[src/rtl/sobel_stream_ctrl.sv]
// ---------------------------------------------------------------------------
// sobel_stream_ctrl
//
// Frame-geometry driven sequencer for the Sobel edge pipeline. Walks a frame
// held in pixel SRAM one word at a time, issues the SRAM read for each word,
// produces the per-word phase strobes for the buffer / shifter / hold /
// multiplier / magnitude stages, generates result write strobes and
// addresses, and raises a one-shot prefetch request to the frame loader near
// the end of the frame. Owns no pixel data.
//
// Ports
//   clk, reset      : clock, synchronous active-high reset
//   start           : frame start request, level-sampled in IDLE only
//   rd_base/wr_base : input/output frame base addresses, captured on start
//   busy            : high while walking the frame or draining the pipeline
//   done            : one-cycle end-of-frame pulse
//   rd_en/rd_addr   : SRAM read strobe and word address (address holds
//                     between reads)
//   pop_en, shift_en, hold_en, mult_en, mag_en : datapath phase strobes
//   wr_en/wr_addr   : result write strobe and address (address advances the
//                     cycle after each write)
//   get_next        : one-cycle prefetch request, at most once per frame
// ---------------------------------------------------------------------------
module sobel_stream_ctrl #(
    parameter int IMG_W          = 512,
    parameter int IMG_H          = 512,
    parameter int LANES          = 8,
    parameter int ADDR_W         = 20,
    parameter int PHASES         = 8,
    parameter int PIPE_LAT       = 4,
    parameter int PREFETCH_LINES = 2,
    parameter int SKIP_MODE      = 0
) (
    input  logic              clk,
    input  logic              reset,
    input  logic              start,
    input  logic [ADDR_W-1:0] rd_base,
    input  logic [ADDR_W-1:0] wr_base,
    output logic              busy,
    output logic              done,
    output logic              rd_en,
    output logic [ADDR_W-1:0] rd_addr,
    output logic              pop_en,
    output logic              shift_en,
    output logic              hold_en,
    output logic              mult_en,
    output logic              mag_en,
    output logic              wr_en,
    output logic [ADDR_W-1:0] wr_addr,
    output logic              get_next
);

    // Frame geometry
    localparam int WPL      = IMG_W / LANES;
    localparam int STEP     = (SKIP_MODE != 0) ? 2 : 1;
    localparam int ROWS     = IMG_H / STEP;
    localparam int PRIME    = 2 * WPL;
    localparam int NWORDS   = WPL * ROWS;
    localparam int GN_ROW_I = (IMG_H > PREFETCH_LINES) ? (IMG_H - PREFETCH_LINES) : 0;
    localparam int DRAIN_I  = (PIPE_LAT > 0) ? (PIPE_LAT - 1) : 0;

    // Counter widths
    localparam int PH_W     = $clog2(PHASES);
    localparam int COL_W    = (WPL > 1) ? $clog2(WPL) : 1;
    localparam int ROW_W    = $clog2(IMG_H + STEP + 1);
    localparam int WIDX_MAX = (NWORDS > PRIME) ? NWORDS : PRIME;
    localparam int WIDX_W   = $clog2(WIDX_MAX + 1);
    localparam int DRAIN_W  = (PIPE_LAT > 1) ? $clog2(PIPE_LAT) : 1;

    // Phase slots within a word
    localparam logic [PH_W-1:0] PH_RD    = PH_W'(0);
    localparam logic [PH_W-1:0] PH_POP   = PH_W'(2);
    localparam logic [PH_W-1:0] PH_SHIFT = PH_W'(3);
    localparam logic [PH_W-1:0] PH_HOLD  = PH_W'(4);
    localparam logic [PH_W-1:0] PH_MAG   = PH_W'(5);
    localparam logic [PH_W-1:0] PH_WR    = PH_W'(6);
    localparam logic [PH_W-1:0] PH_LAST  = PH_W'(PHASES - 1);

    localparam logic [COL_W-1:0]   COL_LAST   = COL_W'(WPL - 1);
    localparam logic [ROW_W-1:0]   ROW_STEP   = ROW_W'(STEP);
    localparam logic [ROW_W-1:0]   GN_ROW     = ROW_W'(GN_ROW_I);
    localparam logic [WIDX_W-1:0]  WIDX_LAST  = WIDX_W'(NWORDS - 1);
    localparam logic [WIDX_W-1:0]  WIDX_PRIME = WIDX_W'(PRIME);
    localparam logic [DRAIN_W-1:0] DRAIN_LAST = DRAIN_W'(DRAIN_I);

    // Address step when leaving the last word of a line: the next word of
    // the line, plus a whole skipped line when every second line is used.
    localparam logic [ADDR_W-1:0] ADDR_ONE      = ADDR_W'(1);
    localparam logic [ADDR_W-1:0] ADDR_ROW_JUMP = ADDR_W'(1 + (STEP - 1) * WPL);

    typedef enum logic [1:0] {
        S_IDLE,
        S_RUN,
        S_DRAIN,
        S_DONE
    } state_t;

    state_t              state_reg,   state_next;
    logic [PH_W-1:0]     ph_reg,      ph_next;
    logic [COL_W-1:0]    col_reg,     col_next;
    logic [ROW_W-1:0]    row_reg,     row_next;
    logic [WIDX_W-1:0]   widx_reg,    widx_next;
    logic [DRAIN_W-1:0]  drain_reg,   drain_next;
    logic [ADDR_W-1:0]   rd_addr_reg, rd_addr_next;
    logic [ADDR_W-1:0]   wr_addr_reg, wr_addr_next;
    logic                gn_done_reg, gn_done_next;

    always_ff @(posedge clk) begin
        if (reset) begin
            state_reg   <= S_IDLE;
            ph_reg      <= '0;
            col_reg     <= '0;
            row_reg     <= '0;
            widx_reg    <= '0;
            drain_reg   <= '0;
            rd_addr_reg <= '0;
            wr_addr_reg <= '0;
            gn_done_reg <= 1'b0;
        end else begin
            state_reg   <= state_next;
            ph_reg      <= ph_next;
            col_reg     <= col_next;
            row_reg     <= row_next;
            widx_reg    <= widx_next;
            drain_reg   <= drain_next;
            rd_addr_reg <= rd_addr_next;
            wr_addr_reg <= wr_addr_next;
            gn_done_reg <= gn_done_next;
        end
    end

    always_comb begin
        state_next   = state_reg;
        ph_next      = ph_reg;
        col_next     = col_reg;
        row_next     = row_reg;
        widx_next    = widx_reg;
        drain_next   = drain_reg;
        rd_addr_next = rd_addr_reg;
        wr_addr_next = wr_addr_reg;
        gn_done_next = gn_done_reg;

        busy     = 1'b0;
        done     = 1'b0;
        rd_en    = 1'b0;
        pop_en   = 1'b0;
        shift_en = 1'b0;
        hold_en  = 1'b0;
        mult_en  = 1'b0;
        mag_en   = 1'b0;
        wr_en    = 1'b0;
        get_next = 1'b0;

        case (state_reg)
            S_IDLE: begin
                if (start) begin
                    // The read address register doubles as the latched base:
                    // it already points at word 0 when RUN begins.
                    state_next   = S_RUN;
                    ph_next      = '0;
                    col_next     = '0;
                    row_next     = '0;
                    widx_next    = '0;
                    drain_next   = '0;
                    rd_addr_next = rd_base;
                    wr_addr_next = wr_base;
                    gn_done_next = 1'b0;
                end
            end

            S_RUN: begin
                busy     = 1'b1;
                rd_en    = (ph_reg == PH_RD);
                pop_en   = (ph_reg == PH_POP);
                shift_en = (ph_reg == PH_SHIFT);
                hold_en  = (ph_reg == PH_HOLD);
                mult_en  = (ph_reg == PH_HOLD);
                mag_en   = (ph_reg == PH_MAG);
                // The first two lines only prime the line buffers.
                wr_en    = (ph_reg == PH_WR) && (widx_reg >= WIDX_PRIME);
                // ">=" rather than "==" so that a target line skipped in
                // skip mode still fires on the next visited line.
                get_next = (ph_reg == PH_RD) && (col_reg == '0) &&
                           (row_reg >= GN_ROW) && !gn_done_reg;

                if (get_next) begin
                    gn_done_next = 1'b1;
                end
                if (wr_en) begin
                    wr_addr_next = wr_addr_reg + ADDR_ONE;
                end

                if (ph_reg == PH_LAST) begin
                    ph_next = '0;
                    if (widx_reg == WIDX_LAST) begin
                        state_next = (PIPE_LAT > 0) ? S_DRAIN : S_DONE;
                        drain_next = '0;
                    end else begin
                        widx_next = widx_reg + WIDX_W'(1);
                        if (col_reg == COL_LAST) begin
                            col_next     = '0;
                            row_next     = row_reg + ROW_STEP;
                            rd_addr_next = rd_addr_reg + ADDR_ROW_JUMP;
                        end else begin
                            col_next     = col_reg + COL_W'(1);
                            rd_addr_next = rd_addr_reg + ADDR_ONE;
                        end
                    end
                end else begin
                    ph_next = ph_reg + PH_W'(1);
                end
            end

            S_DRAIN: begin
                busy = 1'b1;
                if (drain_reg == DRAIN_LAST) begin
                    state_next = S_DONE;
                end else begin
                    drain_next = drain_reg + DRAIN_W'(1);
                end
            end

            S_DONE: begin
                done       = 1'b1;
                state_next = S_IDLE;
            end

            default: begin
                state_next = S_IDLE;
            end
        endcase
    end

    assign rd_addr = rd_addr_reg;
    assign wr_addr = wr_addr_reg;

endmodule

[config.mk]
export PLATFORM = sky130hd
export DESIGN_NAME = sobel_stream_ctrl
export DESIGN_NICKNAME = d
export VERILOG_FILES = /design/src/rtl/sobel_stream_ctrl.sv
export SDC_FILE = /design/constraint.sdc
export NUM_CORES = 1
export LEC_CHECK = 0
export CAP_MARGIN = 40
export CORE_MARGIN = 4
export CORE_UTILIZATION = 35
export CTS_BUF_LIST = sky130_fd_sc_hd__clkbuf_4
export CTS_CLUSTER_DIAMETER = 200
export DETAILED_ROUTE_END_ITERATION = 10
export SLEW_MARGIN = 40
export SYNTH_ARGS = -nofsm -noshare
export SYNTH_HDL_FRONTEND = slang
export SYNTH_SLANG_ARGS = --single-unit
[constraint.sdc]
create_clock -name clk -period 2.79 [get_ports clk]
set_input_delay 0.558 -clock clk [delete_from_list [all_inputs] [get_ports clk]]
set_output_delay 0.558 -clock clk [all_outputs]
set_load 0.01 [all_outputs]
# Yosys cells after proc, flatten, opt, wreduce, memory -nomap -nowiden
# Index checks and enable logic that the tools add are counted.
dict set report word_totals {
  out_inout_bits 50
  reg_bits 80
}
dict set report classes {
  n_lt_le_gt_ge 2
  eq_ne 21
  reduce_logical 18
  addsub 7
  n_mux 46
}
# op n
set op_table {}
lappend op_table {{$mux W20} 5}
lappend op_table {{$pmux W20 S2} 2}
lappend op_table {{$mux W16} 3}
lappend op_table {{$add A20 B1 Y20 const B} 2}
lappend op_table {{$mux W10} 4}
lappend op_table {{$pmux W16 S2} 1}
lappend op_table {{$mux W6} 4}
lappend op_table {{$pmux W10 S2} 1}
lappend op_table {{$ne A2 B2 Y1 const B} 9}
lappend op_table {{$add A16 B1 Y16 const B} 1}
lappend op_table {{$eq A16 B15 Y1 const B} 1}
lappend op_table {{$ge A16 B8 Y1 const B} 1}
lappend op_table {{$mux W2} 8}
lappend op_table {{$eq A3 B3 Y1 const B} 4}
lappend op_table {{$pmux W6 S2} 1}
lappend op_table {{$mux W1} 11}
lappend op_table {{$add A10 B1 Y10 const B} 1}
lappend op_table {{$ge A10 B9 Y1 const B} 1}
lappend op_table {{$reduce_and A5 Y1} 2}
lappend op_table {{$pmux W2 S4} 1}
lappend op_table {{$reduce_and A4 Y1} 2}
lappend op_table {{$add A6 B1 Y6 const B} 1}
lappend op_table {{$eq A2 B2 Y1 const B} 3}
lappend op_table {{$eq A3 B2 Y1 const B} 2}
lappend op_table {{other kinds (18)} 23}

# Depth between registers and ports, before layout
# Gate-level depths: netlist of the first run.
dict set report depth {
  ltp_word 6
  depth_mapped 10
}

# Worst setup path after synthesis of the first run
# No wires, ideal clock.
dict set report synth_path {
  path_type {register -> register}
  start {reg ph_reg[0]}
  end {reg drain_reg[0]}
  arrival_time_ns 2.111
  period_less_slack_ns 2.181
  setup_time_ns 0.070
  path_slack_ns 0.609
  n_path_buf 0
  path_stages_with_launch 8
  cell_sequence {dfxtp_1 ha_1 ha_1 inv_1 or4_4 o31a_1 or4_1 a21oi_1}
}
dict set report synth_via {
  elab_chain_cells 3
}
# item line
set synth_lines {}
lappend synth_lines {{start, declared} 99} ;# logic [PH_W-1:0] ph_reg, ph_next;
lappend synth_lines {{start signal, assigned} 121} ;# ph_reg <= ph_next;
lappend synth_lines {{$eq A3 B3 Y1} 193} ;# if (ph_reg == PH_LAST) begin
lappend synth_lines {{$ne A2 B2 Y1 (no source line)} n/a}
lappend synth_lines {{$reduce_and A5 Y1 (no source line)} n/a}
lappend synth_lines {{end signal, assigned} 125} ;# drain_reg <= drain_next;
lappend synth_lines {{end, declared} 103} ;# logic [DRAIN_W-1:0] drain_reg, drain_next;
# Every way passes these cells.
# A chain may end at the register's enable or synchronous reset.

# Worst setup path in the final report of the first run
dict set report layout_path {
  start {reg state_reg[1]}
  end {out wr_en}
}
dict set report layout_via {
  elab_chain_cells 2
}
# item line
set layout_lines {}
lappend layout_lines {{start, declared} 98} ;# state_t state_reg, state_next;
lappend layout_lines {{start signal, assigned} 120} ;# state_reg <= state_next;
lappend layout_lines {{$eq A2 B1 Y1} 154} ;# case (state_reg)
lappend layout_lines {{$mux W1} 154}
lappend layout_lines {{end, declared} 48} ;# output logic wr_en,
# Every way passes these cells.

==> results.py, run 1 <==
metrics = {
    "clock_network": {
        "insertion_delay_ns": 0.46,
        "htreeDepth": 3,
        "post-cts-setup-buffers": 0,
        "cts_root_buffer": "clkbuf_4",
        "clk_pin_slew_worst_paths_ns": 0.14,
        "cts_buffer_depth": 2,
        "cts_tree": "built",
        "clkSinkCount": 80,
        "cts_buffers": 9,
    },
    "hold_path": {
        "hold_path_class": "flip-flop to flip-flop",
        "hold_start": "gn_done_reg$_SDFFE_PP0P_",
        "holdPathStages": 1,
        "min_to": "gn_done_reg$_SDFFE_PP0P_",
    },
    "floorplan": {
        "pin_count": 93,
        "num_rows": 42,
        "die_area_mm2": 0.0156,
        "die_w_um": 125,
        "design.core.area_mm2": 0.0133,
        "start_util_pct": 35.9,
        "die_h_um": 125,
    },
    "route": {
        "drc": 0,
        "drtIter0Drc": 316,
        "first_pass_iters": 5,
        "post_drt_wl_per_cell_um": 15.8,
        "vias": 4897,
        "routed_wl_um": 14000,
        "vias_per_cell": 5.53,
        "ant_nets": 0,
    },
    "sta": {
        "period_minus_slack_ns": 2.67,
        "worst_pin_slew_ns": 0.517,
        "finClkSkew_ns": 0.0185,
        "setup_violations": 0,
        "hold_viol": 0,
        "fin_ws_ns": 0.121,
        "max_freq_mhz": 375,
        "drv_slew": 0,
        "rsz0062_at_grt": "false",
        "fin_crit_sh_pct": 95.7,
        "slew_headroom_pct": 65.5,
        "tns_ns": 0,
    },
    "worst_setup_path": {
        "worstPathArrival_ns": 2.11,
        "reg2reg_depth": 7,
        "critPathRequiredTime_ns": 2.23,
        "reg2reg_to": "widx_reg[15]$_SDFFE_PP0P_",
        "critPathLaunchType": "flip-flop",
        "critPathSlowestCell": "clkdlybuf4s50_1",
        "crit_path_end_kind": "output port",
        "cp_top_family": "buffers and inverters",
        "worst-path-stages": 5,
        "path_class": "flip-flop to output port",
        "max_stage_delay_ns": 0.58,
        "cp.buffers_inverters": 3,
        "path_max_fanout": 14,
        "rrSetupSlack_ns": 0.37,
        "r2r_start": "state_reg[0]$_SDFFE_PP0P_",
        "path_cells": "inv_1 > ha_4 > inv_2 > nor3_1 > clkdlybuf4s50_1",
    },
    "yosys": {
        "synth-async-reset-ratio_pct": 0,
        "synthTopCellsByCount": "80 x dfxtp_1, 65 x a21oi_1, 55 x nand2_1",
        "synth.most_common_cell": "dfxtp_1",
        "yosysTopAreaCell": "dfxtp_1",
        "synthFlopType": "dfxtp_1",
        "synth_nets": 686,
        "ys_ff_latch": 80,
        "synth_cell_types": 60,
        "avgSynthCellArea_um2": 7.69,
        "synth_cells": 623,
        "synth_area_leaders": "dfxtp_1 33%, a21oi_1 6.8%, ha_1 5.2%",
        "syn_area_mm2": 0.00479,
        "yosysWarnings": 0,
        "synth_edf_count": 0,
        "synth_top_area_share_pct": 33.4,
        "seq_area_frac_synth_pct": 33.4,
    },
    "final_layout": {
        "drive_gt1_share_pct": 6.91,
        "nFillCells": 1392,
        "multi_input_area_mm2": 0.00297,
        "nNetsFinal": 767,
        "regArea_mm2": 0.00160,
        "syn_to_final_growth_pct": 26.0,
    },
    "grt": {
        "grt_pass1_vias": 4696,
        "grt_antenna_before_repair": 1,
        "grt_overflow": 0,
        "grt_use_total_pct": 17.8,
        "grt_pass1_wl_um": 23400,
        "grt_max_degree": 42,
    },
    "place": {
        "dp_hpwl_um": 10000,
        "finalWeightedCongestion": 0.865,
        "portBuffers": 92,
        "dpl_worst_slack_ns": 0.243,
    },
    "power": {
        "power.density_mw_per_mm2": 833,
        "peakVddDrop_mv": 0.522,
        "p_leak_nw": 1.98,
    },
    "job": {
        "max-cap-violations": 0,
    },
    "outcome": {
        "status": "complete, no violations",
    },
}
cells in the final DEF, fill, tap and decap left out, types with 3 or more instances in the layout:
master           netlist  final
nor4_1                18     18
o31ai_1                5      5
a211oi_1              18     18
or4_1                  6      6
nor2_1                47     46
nand2_1               55     55
clkdlybuf4s50_1        0     90
buf_4                  1     15
nand4b_1               3      3
o21a_1                 4      4
inv_1                 22     21
and2_1                 7      7
nand3_1               34     34
nand4_1               15     15
nor3_1                23     22
and3_1                 9      9
nand2b_1              10     10
o22ai_1                7      7
a21oi_1               65     65
o2bb2ai_1              4      4
and4_1                 9      9
a311oi_1               4      4
ha_1                  20     19
o21ai_0               42     42
or3_1                  7      7
dfxtp_1               80     79
o32ai_1                6      6
nor2b_1                9      9
mux2i_1                7      7
xnor2_1               15     15
clkbuf_4               0     11
area by class of cell:
| cell class | count | area share [%] |
|---|---|---|
| sequential | 80 | 26.5 |
| clock inverter | 5 | 0.560 |
| multi-input combinational | 483 | 49.1 |
| tap | 176 | 3.65 |
| clock buffer | 11 | 1.37 |
| antenna | 1 | 0.0415 |
| timing repair buffer | 108 | 17.3 |
| inverter | 22 | 1.37 |
routing by layer:
metal | wire, um | part of all wire (%) | track usage, %
met1 | 6570 | 47 | 23.8
met2 | 6680 | 48 | 29.2
met3 | 516 | 3.7 | 2.64
met4 | 212 | 1.5 | 6.38
met5 | 0 | 0 | 0
kinds of logic after synthesis:
| group | synth area share (%) |
|---|---|
| AND/OR/NAND/NOR | 28.8 |
| multiplexers | 1.70 |
| adder cells (fa/ha/maj) | 5.22 |
| buffers and inverters | 5.15 |
| XOR/XNOR | 3.11 |
| flip-flops | 33.4 |
| AO/OA/AOI/OAI | 22.6 |
worst max path at each step:
stage,start,endpoint
after detailed placement,start,row_reg[7]$_SDFFE_PP0P_
after global placement,start,row_reg[9]$_SDFFE_PP0P_
after floorplan,ph_reg[0]$_SDFFE_PP0P_,drain_reg[0]$_SDFFE_PP0P_
after CTS,state_reg[1]$_SDFFE_PP0P_,wr_en
after global routing,widx_reg[12]$_SDFFE_PP0P_,wr_en
final,state_reg[1]$_SDFFE_PP0P_,wr_en
power by group:
| part | internal [mW] | total (mW) | switching (mW) | leakage (nW) |
|---|---|---|---|---|
| registers | 1.38 | 1.69 | 0.305 | 0.652 |
| logic | 1.15 | 2.70 | 1.55 | 1.26 |
| clock network | 0.202 | 0.640 | 0.438 | 0.0645 |
repair_timing:
item	in CTS	in global routing
endpoints found under the hold margin	0	0
endpoints found under the setup margin	2	0
resized for setup	4	0
hold buffers	0	0
worst reg2reg max path, cell delays in order, from the launching register on:
cell     delay, ns
dfxtp_1       0.44
inv_1         0.12
ha_1          0.36
mux2_2        0.36
nand3_1       0.08
or4_1         0.53
or3_1         0.33
a21oi_1       0.14
metrics by stage:
step,hold slack (ns),area (um^2),total power [mW],utilization (%),std cells
6_report,0.505,6040,5.03,45.2,886
5_1_grt,0.533,6040,5.44,45.2,886
4_1_cts,0.505,6030,5.05,45.2,885
3_5_place_dp,0.457,5900,4.39,44.2,869
3_3_place_gp,0.459,5900,4.33,44.2,869
2_1_floorplan,0.442,4790,3.31,-,623
(Power assumes the default switching activity.)
==> run 2, diff against run 1 <==
SKIP_LAST_GASP = 1   (was unset)
==> results.py, run 2 (same netlist as run 1, synthesis figures left out) <==
metrics = {
    "worst_setup_path": {
        "path_cells": "inv_1 > ha_4 > inv_2 > nor3_1 > clkdlybuf4s50_1",
        "path_max_fanout": 14,
        "path_class": "flip-flop to output port",
        "reg2reg_depth": 7,
        "r2r_start": "state_reg[0]$_SDFFE_PP0P_",
        "critPathRequiredTime_ns": 2.23,
        "rrSetupSlack_ns": 0.37,
        "max_stage_delay_ns": 0.58,
        "critPathSlowestCell": "clkdlybuf4s50_1",
        "critPathLaunchType": "flip-flop",
        "endpoint": "wr_en",
        "reg2reg_to": "widx_reg[15]$_SDFFE_PP0P_",
        "crit_path_end_kind": "output port",
        "worstPathArrival_ns": 2.11,
        "crit_start": "state_reg[1]$_SDFFE_PP0P_",
    },
    "power": {
        "finalPower_mw": 5.03,
        "pwr-share-clk_pct": 12.7,
        "power_frac_seq_pct": 33.5,
        "p_comb_share_pct": 53.8,
        "power.density_mw_per_mm2": 833,
        "switching_share_pct": 45.6,
        "p_int_mw": 2.74,
        "switchingPower_mw": 2.30,
        "peakVddDrop_mv": 0.523,
        "p_leak_nw": 1.99,
    },
    "sta": {
        "fin_ws_ns": 0.122,
        "slew_headroom_pct": 65.4,
        "worst_pin_slew_ns": 0.519,
        "rsz0062_at_grt": "false",
        "max_freq_mhz": 375,
        "finClkSkew_ns": 0.0175,
        "fin_crit_sh_pct": 95.6,
        "setup_violations": 0,
        "hold_viol": 0,
        "period_minus_slack_ns": 2.67,
        "drv_slew": 0,
    },
    "floorplan": {
        "design.core.area_mm2": 0.0133,
        "die_h_um": 125,
        "start_util_pct": 35.9,
        "die_w_um": 125,
        "num_rows": 42,
        "die_area_mm2": 0.0156,
        "pin_count": 93,
    },
    "grt": {
        "grt_use_total_pct": 17.8,
        "grt_max_degree": 42,
        "grt_pass1_vias": 4696,
        "grt_antenna_before_repair": 1,
        "grt_pass1_wl_um": 23400,
        "grt_overflow": 0,
    },
    "final_layout": {
        "nNetsFinal": 767,
        "post-route-util_pct": 45.3,
        "drive_gt1_share_pct": 6.91,
        "syn_to_final_growth_pct": 26.2,
        "final_cell_mix": "90 x clkdlybuf4s50_1, 80 x dfxtp_1, 65 x a21oi_1",
        "nFillCells": 1389,
        "final_common_cell": "clkdlybuf4s50_1",
    },
    "place": {
        "portBuffers": 92,
        "finalWeightedCongestion": 0.865,
        "dp_hpwl_um": 10000,
        "dpl_worst_slack_ns": 0.243,
    },
    "route": {
        "post_drt_wl_per_cell_um": 15.8,
        "vias": 4901,
        "vias_per_cell": 5.53,
        "drc": 0,
        "ant_nets": 0,
        "first_pass_iters": 5,
        "drtIter0Drc": 298,
        "routed_wl_um": 14000,
    },
    "clock_network": {
        "htreeDepth": 3,
        "cts_buffer_depth": 2,
        "insertion_delay_ns": 0.46,
        "clkSinkCount": 80,
        "clk_pin_slew_worst_paths_ns": 0.14,
        "cts_root_buffer": "clkbuf_4",
        "cts_buffers": 9,
        "cts_tree": "built",
    },
    "job": {
        "max-cap-violations": 0,
    },
    "outcome": {
        "status": "complete, no violations",
    },
    "hold_path": {
        "hold_path_class": "flip-flop to flip-flop",
    },
}
## run 2: critical path: cells and delay by family, from the launching register on
kind,cells,cell delay (ns)
buf+inv,3,0.81
flops,1,0.36
fa+ha+maj,1,0.25
simple gates,1,0.24
## run 2: worst min path at each step
stage	start	slack, ns	to	cells past startpoint
after floorplan	gn_done_reg$_SDFFE_PP0P_	0.44	gn_done_reg$_SDFFE_PP0P_	1
after global placement	gn_done_reg$_SDFFE_PP0P_	0.46	gn_done_reg$_SDFFE_PP0P_	1
after detailed placement	gn_done_reg$_SDFFE_PP0P_	0.46	gn_done_reg$_SDFFE_PP0P_	1
after CTS	gn_done_reg$_SDFFE_PP0P_	0.50	gn_done_reg$_SDFFE_PP0P_	1
after global routing	gn_done_reg$_SDFFE_PP0P_	0.53	gn_done_reg$_SDFFE_PP0P_	1
final	gn_done_reg$_SDFFE_PP0P_	0.50	gn_done_reg$_SDFFE_PP0P_	1
## run 2: final cells by class
cell class | count | area, um^2 | area share [%]
Tap cell | 176 | 220 | 3.64
Antenna cell | 1 | 2.50 | 0.0414
Timing Repair Buffer | 108 | 1050 | 17.4
Clock buffer | 11 | 82.6 | 1.37
Inverter | 22 | 82.6 | 1.37
Sequential cell | 80 | 1600 | 26.5
Clock inverter | 5 | 33.8 | 0.559
Multi-Input combinational cell | 483 | 2970 | 49.1
## run 2: metal layers
metal	GRT usage, %	vias to the layer above	part of all wire, %
li1	-	2473	-
met1	23.8	2327	47
met2	29.2	89	48
met3	2.64	12	3.3
met4	6.38	0	1.5
met5	0	-	0
## run 2: power groups by stage
stage                     combinational [mW]  sequential (mW)  clock [mW]
after floorplan                         1.58             1.73           0
after global placement                  2.63             1.70           0
after detailed placement                2.68             1.70           0
after CTS                               2.71             1.68       0.661
after global routing                    3.00             1.74       0.702
final                                   2.71             1.69       0.638
## run 2: repair_timing
item	4_1_cts	5_1_grt
buffers inserted	0	0
endpoints found under the setup margin	2	1
gates resized for setup	2	2
hold buffers	0	0
## run 2: per-stage QoR
stage / cells / hold WS, ns / instance area [um^2] / setup TNS [ns]
detailed placement: 869 / 0.457 / 5900 / 0
global placement: 869 / 0.459 / 5900 / 0
finish: 886 / 0.504 / 6040 / 0
global route: 886 / 0.533 / 6040 / 0
floorplan: 623 / 0.442 / 4790 / 0
CTS: 885 / 0.505 / 6030 / -0.0330
